**src/rtl/uart_cfg_pkg.sv**
```systemverilog
// Shared constants, FSM states and reset-divisor helper for the UART config regfile.
package uart_cfg_pkg;

  localparam int BAUD_W = 20;
  localparam int DIV_W  = 32;

  localparam logic [1:0] REG_CTRL = 2'd0;
  localparam logic [1:0] REG_ISR  = 2'd1;
  localparam logic [1:0] REG_BAUD = 2'd2;
  localparam logic [1:0] REG_CD   = 2'd3;

  typedef enum logic [1:0] {
    IDLE,
    DIV,
    DONE
  } fsm_e;

  function automatic logic [DIV_W-1:0] rst_cd(
    input logic [DIV_W-1:0] clk_hz,
    input int               os,
    input logic [DIV_W-1:0] baud,
    input int               cd_w
  );
    logic [DIV_W-1:0] q;
    logic [DIV_W-1:0] max;
    q   = clk_hz / (DIV_W'(os) * baud);
    max = (DIV_W'(1) << cd_w) - DIV_W'(1);
    if (q == '0)
      return DIV_W'(1);
    if (q > max)
      return max;
    return q;
  endfunction

endpackage

```
**src/rtl/uart_cfg_regfile_if.sv**
```systemverilog
// APB slave bus bundle for the UART config regfile.
interface uart_cfg_regfile_if;

  logic        PSEL;
  logic        PENABLE;
  logic        PWRITE;
  logic [7:0]  PADDR;
  logic [31:0] PWDATA;
  logic [31:0] PRDATA;
  logic        PREADY;
  logic        PSLVERR;

  modport master (
    output PSEL, PENABLE, PWRITE, PADDR, PWDATA,
    input  PRDATA, PREADY, PSLVERR
  );

  modport slave (
    input  PSEL, PENABLE, PWRITE, PADDR, PWDATA,
    output PRDATA, PREADY, PSLVERR
  );

endinterface

```
**src/rtl/uart_baud_div.sv**
```systemverilog
// 32-bit restoring divider, one quotient bit per cycle, saturating CD_W result.
module uart_baud_div
  import uart_cfg_pkg::*;
#(
  parameter int CD_W = 13
) (
  input  logic             clk,
  input  logic             rst,
  input  logic             start,
  input  logic [DIV_W-1:0] dividend,
  input  logic [DIV_W-1:0] divisor,
  output logic             busy,
  output logic             done,
  output logic [CD_W-1:0]  cd
);

  logic [DIV_W-1:0] rem;
  logic [DIV_W-1:0] quo;
  logic [DIV_W-1:0] dvs;
  logic [4:0]       cnt;
  logic [DIV_W:0]   shl;
  logic [DIV_W+1:0] trial;
  logic             unused;

  assign shl    = {rem, quo[DIV_W-1]};
  assign trial  = {1'b0, shl} - {2'b00, dvs};
  assign done   = busy && (cnt == 5'd31);
  assign unused = trial[DIV_W];

  always_ff @(posedge clk) begin
    if (rst) begin
      busy <= 1'b0;
      cnt  <= '0;
      rem  <= '0;
      quo  <= '0;
      dvs  <= '0;
    end else if (start && !busy) begin
      busy <= 1'b1;
      cnt  <= '0;
      rem  <= '0;
      quo  <= dividend;
      dvs  <= divisor;
    end else if (busy) begin
      if (!trial[DIV_W+1]) begin
        rem <= trial[DIV_W-1:0];
        quo <= {quo[DIV_W-2:0], 1'b1};
      end else begin
        rem <= shl[DIV_W-1:0];
        quo <= {quo[DIV_W-2:0], 1'b0};
      end
      cnt <= cnt + 5'd1;
      if (cnt == 5'd31)
        busy <= 1'b0;
    end
  end

  // Zero would stall the baud generator; overflow clamps to the slowest rate.
  always_comb begin
    cd = quo[CD_W-1:0];
    if (quo == '0)
      cd = CD_W'(1);
    else if (|quo[DIV_W-1:CD_W])
      cd = '1;
  end

endmodule

```
**src/rtl/uart_cfg_regfile.sv**
```systemverilog
// Multi-channel UART config regfile on APB; divisor derived from written baud.
// Define UART_CFG_DIRECT_CD_EN to make the CD register directly writable.
module uart_cfg_regfile
  import uart_cfg_pkg::*;
#(
  parameter int              NUM_CH     = 2,
  parameter logic [31:0]     CLK_HZ     = 32'd50000000,
  parameter int              OVERSAMPLE = 16,
  parameter int              CTRL_W     = 7,
  parameter int              CD_W       = 13,
  parameter logic [CTRL_W-1:0] CTRL_RST = 7'b000_0011,
  parameter int              BAUD_RST   = 115200
) (
  input  logic                     CLK,
  input  logic                     RESET,
  uart_cfg_regfile_if.slave        apb,
  input  logic [2*NUM_CH-1:0]      state_isr_i,
  output logic [CTRL_W*NUM_CH-1:0] ctrl_o,
  output logic [4*NUM_CH-1:0]      state_isr_o,
  output logic [CD_W*NUM_CH-1:0]   cd_o,
  output logic                     busy_o
);

`ifdef UART_CFG_DIRECT_CD_EN
  localparam bit DIRECT_CD = 1'b1;
`else
  localparam bit DIRECT_CD = 1'b0;
`endif

  localparam logic [CD_W-1:0] CD_RST =
    CD_W'(rst_cd(CLK_HZ, OVERSAMPLE, DIV_W'(BAUD_RST), CD_W));
  localparam logic [BAUD_W-1:0] BAUD_RV = BAUD_W'(BAUD_RST);

  fsm_e              state;
  logic [CTRL_W-1:0] ctrl_q [NUM_CH];
  logic [1:0]        ien_q  [NUM_CH];
  logic [1:0]        sts_q  [NUM_CH];
  logic [BAUD_W-1:0] baud_q [NUM_CH];
  logic [CD_W-1:0]   cd_q   [NUM_CH];
  logic [3:0]        tgt_ch;
  logic [BAUD_W-1:0] tgt_baud;

  logic [3:0]        ch;
  logic [1:0]        roff;
  logic              ch_ok;
  logic              acc;
  logic              err;
  logic              wr_ok;
  logic              start;
  logic [31:0]       rdata;
  logic [DIV_W-1:0]  dvs;
  logic              div_busy;
  logic              div_done;
  logic [CD_W-1:0]   div_cd;
  logic              unused;

  assign ch     = apb.PADDR[7:4];
  assign roff   = apb.PADDR[3:2];
  assign ch_ok  = ({1'b0, ch} < 5'(NUM_CH));
  assign acc    = apb.PSEL && apb.PENABLE && (state == IDLE);
  assign unused = ^{apb.PADDR[1:0], div_busy};

  always_comb begin
    err = !ch_ok;
    if (apb.PWRITE) begin
      case (roff)
        REG_BAUD:
          if (apb.PWDATA[31:BAUD_W] != '0 ||
              apb.PWDATA[BAUD_W-1:0] == '0)
            err = 1'b1;
        REG_CD:
          if (!DIRECT_CD || apb.PWDATA[CD_W-1:0] == '0)
            err = 1'b1;
        default: ;
      endcase
    end
  end

  assign wr_ok = acc && apb.PWRITE && !err;
  assign start = wr_ok && (roff == REG_BAUD);
  assign dvs   = DIV_W'(OVERSAMPLE) * DIV_W'(apb.PWDATA[BAUD_W-1:0]);

  always_comb begin
    rdata = '0;
    for (int i = 0; i < NUM_CH; i++) begin
      if (ch == 4'(i)) begin
        case (roff)
          REG_CTRL: rdata = 32'(ctrl_q[i]);
          REG_ISR:  rdata = 32'({ien_q[i], sts_q[i]});
          REG_BAUD: rdata = 32'(baud_q[i]);
          default:  rdata = 32'(cd_q[i]);
        endcase
      end
    end
  end

  // A BAUD write holds PREADY low from its first access cycle until DONE.
  always_comb begin
    apb.PREADY  = 1'b0;
    apb.PSLVERR = 1'b0;
    apb.PRDATA  = '0;
    unique case (state)
      IDLE: begin
        apb.PREADY  = !start;
        apb.PSLVERR = acc && err;
        if (acc && !apb.PWRITE && !err)
          apb.PRDATA = rdata;
      end
      DONE:    apb.PREADY = 1'b1;
      default: apb.PREADY = 1'b0;
    endcase
  end

  uart_baud_div #(
    .CD_W (CD_W)
  ) u_div (
    .clk      (CLK),
    .rst      (RESET),
    .start    (start),
    .dividend (CLK_HZ),
    .divisor  (dvs),
    .busy     (div_busy),
    .done     (div_done),
    .cd       (div_cd)
  );

  always_ff @(posedge CLK) begin
    if (RESET) begin
      state    <= IDLE;
      busy_o   <= 1'b0;
      tgt_ch   <= '0;
      tgt_baud <= '0;
      for (int i = 0; i < NUM_CH; i++) begin
        ctrl_q[i] <= CTRL_RST;
        ien_q[i]  <= '0;
        sts_q[i]  <= '0;
        baud_q[i] <= BAUD_RV;
        cd_q[i]   <= CD_RST;
      end
    end else begin
      for (int i = 0; i < NUM_CH; i++)
        sts_q[i] <= state_isr_i[2*i +: 2];
      unique case (state)
        IDLE: begin
          if (wr_ok) begin
            for (int i = 0; i < NUM_CH; i++) begin
              if (ch == 4'(i)) begin
                case (roff)
                  REG_CTRL: ctrl_q[i] <= apb.PWDATA[CTRL_W-1:0];
                  REG_ISR:  ien_q[i]  <= apb.PWDATA[3:2];
                  REG_CD:   cd_q[i]   <= apb.PWDATA[CD_W-1:0];
                  default:  ;
                endcase
              end
            end
          end
          if (start) begin
            state    <= DIV;
            busy_o   <= 1'b1;
            tgt_ch   <= ch;
            tgt_baud <= apb.PWDATA[BAUD_W-1:0];
          end
        end
        DIV: begin
          if (div_done) begin
            state  <= DONE;
            busy_o <= 1'b0;
          end
        end
        DONE: begin
          for (int i = 0; i < NUM_CH; i++) begin
            if (tgt_ch == 4'(i)) begin
              baud_q[i] <= tgt_baud;
              cd_q[i]   <= div_cd;
            end
          end
          state <= IDLE;
        end
        default: state <= IDLE;
      endcase
    end
  end

  always_comb begin
    ctrl_o      = '0;
    state_isr_o = '0;
    cd_o        = '0;
    for (int i = 0; i < NUM_CH; i++) begin
      ctrl_o[i*CTRL_W +: CTRL_W] = ctrl_q[i];
      state_isr_o[4*i +: 4]      = {ien_q[i], sts_q[i]};
      cd_o[i*CD_W +: CD_W]       = cd_q[i];
    end
  end

endmodule

```
**src/flat_wrapper.sv**
```systemverilog
// flat-port wrapper written by rule: the top's interface ports become plain ports
module uart_cfg_regfile_flat import uart_cfg_pkg::*;
#(
  parameter int              NUM_CH     = 2,
  parameter logic [31:0]     CLK_HZ     = 32'd50000000,
  parameter int              OVERSAMPLE = 16,
  parameter int              CTRL_W     = 7,
  parameter int              CD_W       = 13,
  parameter logic [CTRL_W-1:0] CTRL_RST = 7'b000_0011,
  parameter int              BAUD_RST   = 115200
)
  (CLK, RESET, state_isr_i, ctrl_o, state_isr_o, cd_o, busy_o, apb_PSEL, apb_PENABLE, apb_PWRITE, apb_PADDR, apb_PWDATA, apb_PRDATA, apb_PREADY, apb_PSLVERR);
  uart_cfg_regfile_if apb_i ();
  input  logic CLK;
  input  logic RESET;
  input  logic [2*NUM_CH-1:0] state_isr_i;
  output logic [CTRL_W*NUM_CH-1:0] ctrl_o;
  output logic [4*NUM_CH-1:0] state_isr_o;
  output logic [CD_W*NUM_CH-1:0] cd_o;
  output logic busy_o;
  input wire logic [$bits(apb_i.PSEL)-1:0] apb_PSEL;
  input wire logic [$bits(apb_i.PENABLE)-1:0] apb_PENABLE;
  input wire logic [$bits(apb_i.PWRITE)-1:0] apb_PWRITE;
  input wire logic [$bits(apb_i.PADDR)-1:0] apb_PADDR;
  input wire logic [$bits(apb_i.PWDATA)-1:0] apb_PWDATA;
  output wire logic [$bits(apb_i.PRDATA)-1:0] apb_PRDATA;
  output wire logic [$bits(apb_i.PREADY)-1:0] apb_PREADY;
  output wire logic [$bits(apb_i.PSLVERR)-1:0] apb_PSLVERR;
  assign apb_i.PSEL = apb_PSEL;
  assign apb_i.PENABLE = apb_PENABLE;
  assign apb_i.PWRITE = apb_PWRITE;
  assign apb_i.PADDR = apb_PADDR;
  assign apb_i.PWDATA = apb_PWDATA;
  assign apb_PRDATA = apb_i.PRDATA;
  assign apb_PREADY = apb_i.PREADY;
  assign apb_PSLVERR = apb_i.PSLVERR;
  uart_cfg_regfile #(.NUM_CH(NUM_CH), .CLK_HZ(CLK_HZ), .OVERSAMPLE(OVERSAMPLE), .CTRL_W(CTRL_W), .CD_W(CD_W), .CTRL_RST(CTRL_RST), .BAUD_RST(BAUD_RST)) u_core (.CLK(CLK), .RESET(RESET), .apb(apb_i), .state_isr_i(state_isr_i), .ctrl_o(ctrl_o), .state_isr_o(state_isr_o), .cd_o(cd_o), .busy_o(busy_o));
endmodule
```
**config.mk**
```make
export PLATFORM = sky130hd
export DESIGN_NAME = uart_cfg_regfile_flat
export DESIGN_NICKNAME = d
export VERILOG_FILES = /design/src/rtl/uart_cfg_pkg.sv /design/src/rtl/uart_cfg_regfile_if.sv /design/src/rtl/uart_baud_div.sv /design/src/rtl/uart_cfg_regfile.sv /design/src/flat_wrapper.sv
export SDC_FILE = /design/constraint.sdc
export NUM_CORES = 1
export LEC_CHECK = 0
export BUFFER_PORTS_ARGS = -buffer_cell sky130_fd_sc_hd__clkbuf_2
export CAP_MARGIN = 40
export CORE_ASPECT_RATIO = 1.4
export CORE_UTILIZATION = 50
export DETAILED_ROUTE_END_ITERATION = 8
export PLACE_DENSITY = 0.79
export SLEW_MARGIN = 20
export SYNTH_ARGS = -nofsm -noshare
export SYNTH_HDL_FRONTEND = slang
export SYNTH_SLANG_ARGS = --single-unit
```
**constraint.sdc**
```tcl
create_clock -name CLK -period 5.6 [get_ports CLK]
set_clock_uncertainty 0.05 [all_clocks]
set_input_delay 0.56 -clock CLK [delete_from_list [all_inputs] [get_ports CLK]]
set_output_delay 0.56 -clock CLK [all_outputs]
set_load 0.03 [all_outputs]
```
* After elaboration in Yosys (flattened, before gate mapping) *
Memories as Yosys holds them, arrays and structs flattened.
Index checks and enable logic that the tools add are counted.

word-level totals
  register bits = 117
  bits in writable memories = 88
  output and inout port bits = 83
  word-level logic and storage cells = 152
  memories kept = 5

cells by class
  add/sub/neg operators = 2
  $lt $le $gt $ge = 1
  eq/ne operators = 10
  multiplexer cells = 82
  bitwise operators = 12
  reduce and logical (&&, ||, !) cells = 30

memory list
  name           depth  bits a word  read ports  clocked after memory_dff  write ports  RTL line                source
  u_core.baud_q  2      20           2           0                         2            uart_cfg_regfile.sv:38  logic [BAUD_W-1:0] baud_q [NUM_CH];
  u_core.cd_q    2      13           2           0                         2            uart_cfg_regfile.sv:39  logic [CD_W-1:0] cd_q [NUM_CH];
  u_core.ctrl_q  2      7            2           0                         2            uart_cfg_regfile.sv:35  logic [CTRL_W-1:0] ctrl_q [NUM_CH];
  u_core.ien_q   2      2            2           0                         2            uart_cfg_regfile.sv:36  logic [1:0] ien_q [NUM_CH];
  u_core.sts_q   2      2            2           0                         2            uart_cfg_regfile.sv:37  logic [1:0] sts_q [NUM_CH];

operator list
  operator                                                               count
  32-bit two-way mux                                                     5
  20-bit one-hot mux with 3 select lines                                 2
  13-bit two-way mux                                                     6
  1-bit two-way mux                                                      53
  26-bit two-way mux                                                     2
  20-bit two-way mux                                                     2
  33-bit by 24-bit subtractor with 34-bit output                         1
  32-bit logical NOT                                                     1
  20-bit logical NOT                                                     1
  19-bit OR reduction                                                    1
  7-bit two-way mux                                                      2
  2-bit two-way mux                                                      6
  1-bit bitwise OR                                                       12
  12-bit nonzero test                                                    1
  1-bit logical AND                                                      10
  4-bit by 1-bit equality test with 1-bit output, second input constant  2
  4-bit logical NOT                                                      2
  2-bit equality test, second input constant                             3
  1-bit one-hot mux with 2 select lines                                  3
  5-bit by 1-bit adder with 5-bit output, second input constant          1
  5-bit equality test, second input constant                             1
  1-bit logical NOT                                                      5
  2-bit by 1-bit equality test with 1-bit output, second input constant  2
  2-bit logical NOT                                                      2
  other kinds (8)                                                        11

* Depth between registers and ports, before layout *
Gate-level depths: netlist of the first run.

  word-level depth = 13
  mapped depth = 11

* By module *
From an unflattened synthesis of the first run, not the netlist that was laid out.

second synthesis, totals
  cells, all modules = 1,201
  area, all modules = 11,315.9 µm²

by module, submodules not included
  module            instances  cells each  area an instance (µm²)  sequential area each (µm²)
  uart_baud_div     1          816         6,252.2                 2,042.0
  uart_cfg_regfile  1          385         5,063.6                 3,143.0

* Worst setup path before layout of the first run *
OpenSTA, ideal clock, no wires.

  path kind = input-to-output
  from = input port apb_PADDR[2]
  to = output port apb_PRDATA[5]
  arrival time = 2.605 ns
  required time = 4.990 ns
  path slack = 2.385 ns
  stages = 5
  path buffers = 3
  cells stage by stage = buf_1 > clkbuf_1 > clkbuf_1 > a311oi_1 > nor3_1

between the ends
  word-level cells in the longest chain between the ends = 7
  elaborated cells between the ends (all ways) = 14
  those cells by class = eq/ne (3); mux (8); reduce/logical (3)

ends and longest elaborated chain
  item                                           RTL line                                        source
  start, declared                                flat_wrapper.sv:24                              input wire logic [$bits(apb_i.PADDR)-1:0] apb_PADDR;
  2-bit equality test, on equally long branches  uart_cfg_regfile.sv:66, uart_cfg_regfile.sv:87
  1-bit one-hot mux with 2 select lines          uart_cfg_regfile.sv:66                          case (roff)
  1-bit two-way mux                              uart_cfg_regfile.sv:65                          if (apb.PWRITE) begin
  1-bit logical NOT                              uart_cfg_regfile.sv:106                         if (acc && !apb.PWRITE && !err)
  1-bit logical AND                              uart_cfg_regfile.sv:106
  32-bit two-way mux *                           uart_cfg_regfile.sv:106
  32-bit two-way mux *                           uart_cfg_regfile.sv:102                         unique case (state)
  end, declared                                  flat_wrapper.sv:26                              output wire logic [$bits(apb_i.PRDATA)-1:0] apb_PRDATA;

Mark *: on every way between the ends. The rest lies on a longest branch, timed or not.

* Final worst setup path of the first run *
  from = register u_core.state[1]
  to = output port apb_PRDATA[13]

between the ends
  word-level cells in the longest chain between the ends = 6

ends and longest elaborated chain
  item                            RTL line                                         source
  start, declared                 uart_cfg_regfile.sv:34                           fsm_e state;
  start signal, assigned          uart_cfg_regfile.sv:129                          state <= IDLE;
  start signal, assigned          uart_cfg_regfile.sv:158                          state <= DIV;
  start signal, assigned          uart_cfg_regfile.sv:166                          state <= DONE;
  2-bit logical NOT *             uart_cfg_regfile.sv:60, uart_cfg_regfile.sv:102
  1-bit logical AND               uart_cfg_regfile.sv:60                           assign acc = apb.PSEL && apb.PENABLE && (state == IDLE);
  1-bit logical AND (2 in a row)  uart_cfg_regfile.sv:106
  32-bit two-way mux              uart_cfg_regfile.sv:106
  32-bit two-way mux *            uart_cfg_regfile.sv:102

Marks and branches as above.

==> results of run 1 <==
critical path: cells and delay by family, from the launching register on:
kind,cells,cell delay [ns]
buffers and inverters,1,0.22
flip-flops,1,0.38
AND/OR/NAND/NOR,4,1.83
per-stage QoR:
step           instances  utilization  power (mW)  cell area, sq um
2_1_floorplan        985            -        1.72              9860
3_3_place_gp        1291        0.547        1.77             10500
3_5_place_dp        1294        0.549        1.77             10500
4_1_cts             1328        0.580        2.98             11100
5_1_grt             1328        0.580        3.05             11100
6_report            1328        0.580        2.97             11100
Yosys cell counts, types with 3 or more instances:
cell	number	area, sq um
a211oi_1	6	45.0
a21o_1	13	97.6
a21oi_1	50	250
a311oi_1	8	70.1
a31o_2	4	35.0
a31oi_1	13	81.3
and2_1	24	150
and3_1	5	31.3
and4_1	3	26.3
buf_2	5	25.0
buf_4	19	143
clkbuf_1	47	176
dfxtp_1	121	2420
edfxtp_1	84	2520
ha_1	22	275
inv_1	28	105
mux2i_1	91	911
mux4_2	8	180
nand2_1	46	173
nand2b_1	8	50.1
nand3_1	7	35.0
nand3b_1	4	30.0
nand4_1	4	25.0
nor2_1	142	533
nor2b_1	21	131
nor3_1	37	185
nor4_1	18	113
o211ai_1	4	30.0
o21a_1	10	75.1
o21ai_0	48	240
o21bai_1	3	22.5
or3_1	8	50.1
or4_1	8	60.1
xnor2_1	14	123
xor2_1	9	78.8
flip-flops by register name (all words and copies together), names as in the netlist:
| register | cells |
|---|---|
| u_core.sts_q | 4 |
| u_core.ctrl_q | 14 |
| u_core.u_div.rem | 32 |
| u_core.baud_q | 40 |
| u_core.u_div.dvs | 20 |
| u_core.tgt_ch | 4 |
| u_core.busy_o | 1 |
| u_core.cd_q | 26 |
| u_core.u_div.cnt | 5 |
| u_core.u_div.quo | 32 |
| u_core.tgt_baud | 20 |
| u_core.state | 2 |
| u_core.ien_q | 4 |
| u_core.u_div.busy | 1 |
metal layers:
metal | global-route usage | vias up
li1 | - | 3658
met3 | 0.0241 | 63
met5 | 0 | -
met4 | 0.126 | 0
met2 | 0.425 | 266
met1 | 0.245 | 3552
placed cells by master, fill, tap and decap left out, types with 9 or more instances in the layout:
master     instances
nor2_1           142
dfxtp_1          120
clkbuf_2         117
mux2i_1           91
edfxtp_1          84
a21oi_1           50
o21ai_0           48
nand2_1           46
nor3_1            36
inv_1             28
and2_1            24
ha_1              22
nor2b_1           21
clkbuf_16         19
nor4_1            18
buf_4             15
xnor2_1           14
a21o_1            13
a31oi_1           13
conb_1            12
o21a_1            10
xor2_1             9
worst paths after layout:
check                           slack [ns]  cells past startpoint                                end                               from
worst max-delay path                  2.07                      5                     apb_PRDATA[13]       u_core.state[1]$_SDFFE_PP0P_
worst min-delay path                  0.24                      2      u_core.sts_q[0][0]$_SDFF_PP0_                     state_isr_i[0]
worst max register to register        2.43                     12  u_core.u_div.rem[24]$_SDFFE_PP0P_  u_core.u_div.dvs[11]$_SDFFE_PP0P_
worst min register to register        0.43                      2  u_core.u_div.rem[31]$_SDFFE_PP0P_  u_core.u_div.rem[31]$_SDFFE_PP0P_
cell type report:
cell class                      instances  area (sq um)  share of cell area
Clock inverter                         10          72.6             0.00651
Clock buffer                           24           524              0.0471
Inverter                               28           105             0.00943
Timing Repair Buffer                  133           713              0.0640
Tap cell                              248           310              0.0278
Multi-Input combinational cell        680          4470               0.401
Sequential cell                       205          4950               0.444
power by group through the flow:
stage	combinational (mW)	sequential, mW	clock, mW
after global placement	0.159	1.61	0
after detailed placement	0.162	1.61	0
final	0.163	1.58	1.23
after floorplan	0.0856	1.63	0
after CTS	0.162	1.58	1.24
after global routing	0.173	1.58	1.30
kinds of logic after synthesis:
group | after synthesis
and+or+nand+nor | 344
DFF | 205
xor gates and xnor gates | 23
adders and majority gates | 23
muxes | 99
other | 1
buffers and inverters | 100
AOI/OAI and AO/OA | 179
==> out/qor.yml, run 1 <==
outcome: "finished clean"
grt_pass1_vias: 7305
p_leak_nw: 4.25
finalCritPeriodShare: 0.630
crit_path_cell_trace: "nor3_1 > nand3b_1 > or4_1 > nor2_1 > clkbuf_2"
clk_pin_slew_ns: 0.07
drtPass1Iterations: 5
io_pins: 132
drc: 0
syn_inst: 974
setup_tns_ns: 0
power_density_nw_per_um2: 266
gr-total-overflow: 0
start_util: 0.511
synth_adder_area_share: 0.0301
place_ws_ns: 1.86
ant_nets: 0
die_w_um: 120
via_per_inst: 5.68
synth-seq-cells: 205
track_usage: 0.227
drv_slew: 0
routed.top_layer: "met4"
async_flop_share: 0
cts.sinks: 205
cts_max_path_buffers: 3
cp_slowest_stage_delay_ns: 0.76
min_period_ns: 3.53
synth-edff-count: 84
die_h_um: 168
finalHoldViolations: 0
antenna_found_initial: 0
p_switching_mw: 0.678
yosysSeqAreaShare: 0.504
synth-simple-area-share: 0.172
vias: 7539
critPathSlowestCell: "or4_1"
cp.arrival_ns: 2.92
wl_met1_um: 8690
power.share.clock: 0.414
final_nets: 1139
nFillCells: 1577
routedWlPerCell_um: 17.3
synth_top_family_by_area: "simple AND/OR/NAND/NOR gates"
cp.required_ns: 4.99
internal_power_mw: 2.29
clkLatencyLatePin_ns: 0.49
syn_avg_cell_area_sq_um: 10.1
cts_hold_buffers: 0
drv_cap: 0
timing.fmax_ghz: 0.283
combPwrFrac: 0.055
htree_levels: 1
antenna_cells: 0
cp-end-kind: "output pin"
synth_compound_area_frac: 0.116
ctsRootBufferMaster: "clkbuf_16"
switching_share: 0.228
synth_mux_area_frac: 0.111
wl_met2_um: 12000
finalSetupViolCount: 0
setup.worst_path.start_class: "register"
synth.distinct_cells: 59
drt_iter0_markers: 560
core_area_sq_um: 19200
place_congestion: 0.869
maxSlewHeadroom: 0.468
grt_start_max_net_pins: 64
post_cts_buffers: 0
holdCritPathClass: "in2reg"
grt_pass1_wl_um: 36400
ys_warn_count: 0
rsz0062_at_grt: "no"
synth_xor_area_frac: 0.0205
rows: 60
setup_slack_ns: 2.07
totalWireLength_um: 22900
cts_buffers: 19
cts_tree: "done"
area_growth_pct: 13.5
ys.flop_type: "dfxtp_1"
io_buffers: 117
crit_path_max_fanout: 14
ir_worst_vdd_uv: 177
route.met3.wl_um: 1130
path_class: "reg2out"
fin_hold_ws_ns: 0.239
tightest_slew_ns: 0.796
dp_hpwl_um: 16500
dieArea_sq_um: 20200
pwr-share-seq: 0.531
synthesis.area_sq_um: 9820
drive_gt1_frac: 0.173
post_cts_resized: 0
Power figures use the tool's default switching activity.
==> inputs of run 2 (changes only) <==
==> constraint.sdc (replaced) <==
create_clock -name CLK -period 3.25 [get_ports CLK]
set_clock_uncertainty 0.05 [all_clocks]
set_input_delay 0.325 -clock CLK [delete_from_list [all_inputs] [get_ports CLK]]
set_output_delay 0.325 -clock CLK [all_outputs]
set_load 0.03 [all_outputs]
==> out/qor.yml, run 2 (synthesis gave the netlist of run 1 again) <==
outcome: "finished clean"
p_leak_nw: 4.35  # +2.3%
htree_levels: 1  # unchanged
rrSetupSlack_ns: 0.38  # -2.05 ns
fin_util: 0.589  # +0.00950
finalCritPeriodShare: 0.884
io_buffers: 117  # unchanged
drv_slew: 0  # unchanged
final_cell_mix: "nor2_1 (142), dfxtp_1 (120), clkbuf_2 (117)"
cp-end-kind: "register"
dp_hpwl_um: 17200  # +4.3%
setup.worst_path.start_class: "register"
hp-start: "state_isr_i[3]"
grt_start_max_net_pins: 60  # -6.3%
routedWlPerCell_um: 17.9  # +3.9%
drtPass1Iterations: 5  # unchanged
rsz0062_at_grt: "no"
vias: 7706  # +2.2%
antenna_cells: 0  # unchanged
min_period_ns: 2.87
die_h_um: 168  # unchanged
start_util: 0.511  # unchanged
setup_tns_ns: 0  # unchanged
top_regs: "u_core.baud_q x40, u_core.u_div.quo x32, u_core.u_div.rem x32"
power_density_nw_per_um2: 481  # +81%
place_congestion: 0.903  # +3.9%
timing.fmax_ghz: 0.348
dieArea_sq_um: 20200  # unchanged
power_mw: 5.45  # +84%
clkLatencyLatePin_ns: 0.49  # about the same
core_area_sq_um: 19200  # unchanged
reg2reg_depth: 10  # -2
cts.sinks: 205  # unchanged
cts_buffers: 19  # unchanged
nFillCells: 1559  # -1.1%
gr-total-overflow: 0  # unchanged
final_nets: 1150  # +0.97%
final_common_cell: "nor2_1"
holdCritPathClass: "in2reg"
ir_worst_vdd_uv: 330  # +86%
cp_slowest_stage_delay_ns: 0.41  # -0.35 ns
r2r_end: "u_core.u_div.rem[30]$_SDFFE_PP0P_"
largest_register_ffs: 40  # unchanged
cts_tree: "done"
cp.arrival_ns: 3.17  # +0.25 ns
hold_end: "u_core.sts_q[0][3]$_SDFF_PP0_"
die_w_um: 120  # unchanged
maxSlewHeadroom: 0.544  # +0.0763
crit_path_max_fanout: 7  # -7
clk_pin_slew_ns: 0.07  # about the same
combPwrFrac: 0.053  # -0.002
drv_cap: 0  # unchanged
totalWireLength_um: 24000  # +4.7%
rows: 60  # unchanged
pwr-share-seq: 0.499  # -0.032
internal_power_mw: 4.28  # +87%
tightest_slew_ns: 0.684  # -0.113 ns
cts_max_path_buffers: 3  # unchanged
largest-register: "u_core.baud_q"
drive_gt1_frac: 0.183  # +0.0103
finalHoldViolations: 0  # unchanged
grt_pass1_vias: 7444  # +1.9%
critPathSlowestCell: "nor4b_2"
via_per_inst: 5.76  # +1.5%
cp.required_ns: 3.55  # -1.44 ns
finalSetupViolCount: 0  # unchanged
path_class: "reg2reg"
track_usage: 0.236  # +0.00909
hold_path_depth: 2  # unchanged
drt_iter0_markers: 596  # +6.4%
ctsRootBufferMaster: "clkbuf_16"
switching_share: 0.214  # -0.0143
drc: 0  # unchanged
crit_path_cell_trace: "inv_1 > ha_1 > a21o_1 > o32ai_1 > a211oi_2 > a311oi_1 > a211oi_1 > nor4b_2 > xnor2_1 > a21oi_1"
power.share.clock: 0.448  # +0.034
ant_nets: 0  # unchanged
fin_hold_ws_ns: 0.0177  # -0.221 ns
area_growth_pct: 15.4
worstReg2RegStart: "u_core.u_div.dvs[11]$_SDFFE_PP0P_"
io_pins: 132  # unchanged
cts_hold_buffers: 0  # unchanged
grt_pass1_wl_um: 37600  # +3.3%
antenna_found_initial: 0  # unchanged
p_switching_mw: 1.17  # +72%
run 2: cell types whose count changed in the layout (fill, tap and decap cells not counted), sizes merged:
| cell | delta |
|---|---|
| clkinvlp | -1 |
| clkinv | -2 |
| bufinv | +4 |
| buf | +11 |
| clkbuf | -1 |
| inv | -1 |
run 2: critical path, delay by kind of cell, from the launching register on:
family	cells	cell delay, ns
adder cells (fa/ha/maj)	1	0.36
flip-flops	1	0.34
AND/OR/NAND/NOR	1	0.41
XOR/XNOR	1	0.16
AO/OA/AOI/OAI	6	1.35
buffers and inverters	1	0.05
run 2: worst max path at each step:
stage                                 startpoint  cells past startpoint                                end
2_1_floorplan                       apb_PADDR[2]                      5                      apb_PRDATA[5]
3_3_place_gp                        apb_PADDR[2]                      8   u_core.u_div.quo[0]$_SDFFE_PP0P_
3_5_place_dp                        apb_PADDR[2]                      8   u_core.u_div.cnt[3]$_SDFFE_PP0P_
4_1_cts         u_core.u_div.rem[3]$_SDFFE_PP0P_                     11  u_core.u_div.rem[30]$_SDFFE_PP0P_
5_1_grt         u_core.u_div.dvs[6]$_SDFFE_PP0P_                     10  u_core.u_div.rem[30]$_SDFFE_PP0P_
6_report       u_core.u_div.dvs[11]$_SDFFE_PP0P_                     10  u_core.u_div.rem[30]$_SDFFE_PP0P_
run 2: per-layer routing:
layer | wire, um | GRT usage
met2 | 12600 | 0.445
met1 | 8840 | 0.245
met3 | 1130 | 0.0305
met4 | 1470 | 0.138
met5 | 0 | 0
run 2: area by class of cell:
class | count | area [sq um] | share of cell area
clock inverters | 10 | 168 | 0.0148
clock buffers | 23 | 532 | 0.0470
well taps | 248 | 310 | 0.0274
inverters | 28 | 105 | 0.00928
multi-input cells | 680 | 4470 | 0.395
flip-flops and latches | 205 | 4950 | 0.437
repair buffers | 144 | 788 | 0.0696
run 2: timing repair:
item                                    CTS  global route
endpoints found under the setup margin    0             3
buffers inserted                          0             0
resized for setup                         0             1
run 2: power groups by stage:
stage | Sequential (mW) | Combinational, mW | Clock, mW
4_1_cts | 2.72 | 0.287 | 2.49
3_3_place_gp | 2.77 | 0.281 | 0
6_report | 2.72 | 0.287 | 2.44
5_1_grt | 2.72 | 0.303 | 2.57
2_1_floorplan | 2.81 | 0.147 | 0
3_5_place_dp | 2.78 | 0.284 | 0
run 2: per-stage QoR:
step / area (sq um) / setup WS, ns / instances
after global routing: 11300 / 0.0895 / 1338
after global placement: 10600 / 0.315 / 1305
after floorplan: 9860 / 0.505 / 985
final: 11300 / 0.377 / 1338
after detailed placement: 10600 / 0.287 / 1305
after CTS: 11300 / 0.317 / 1338
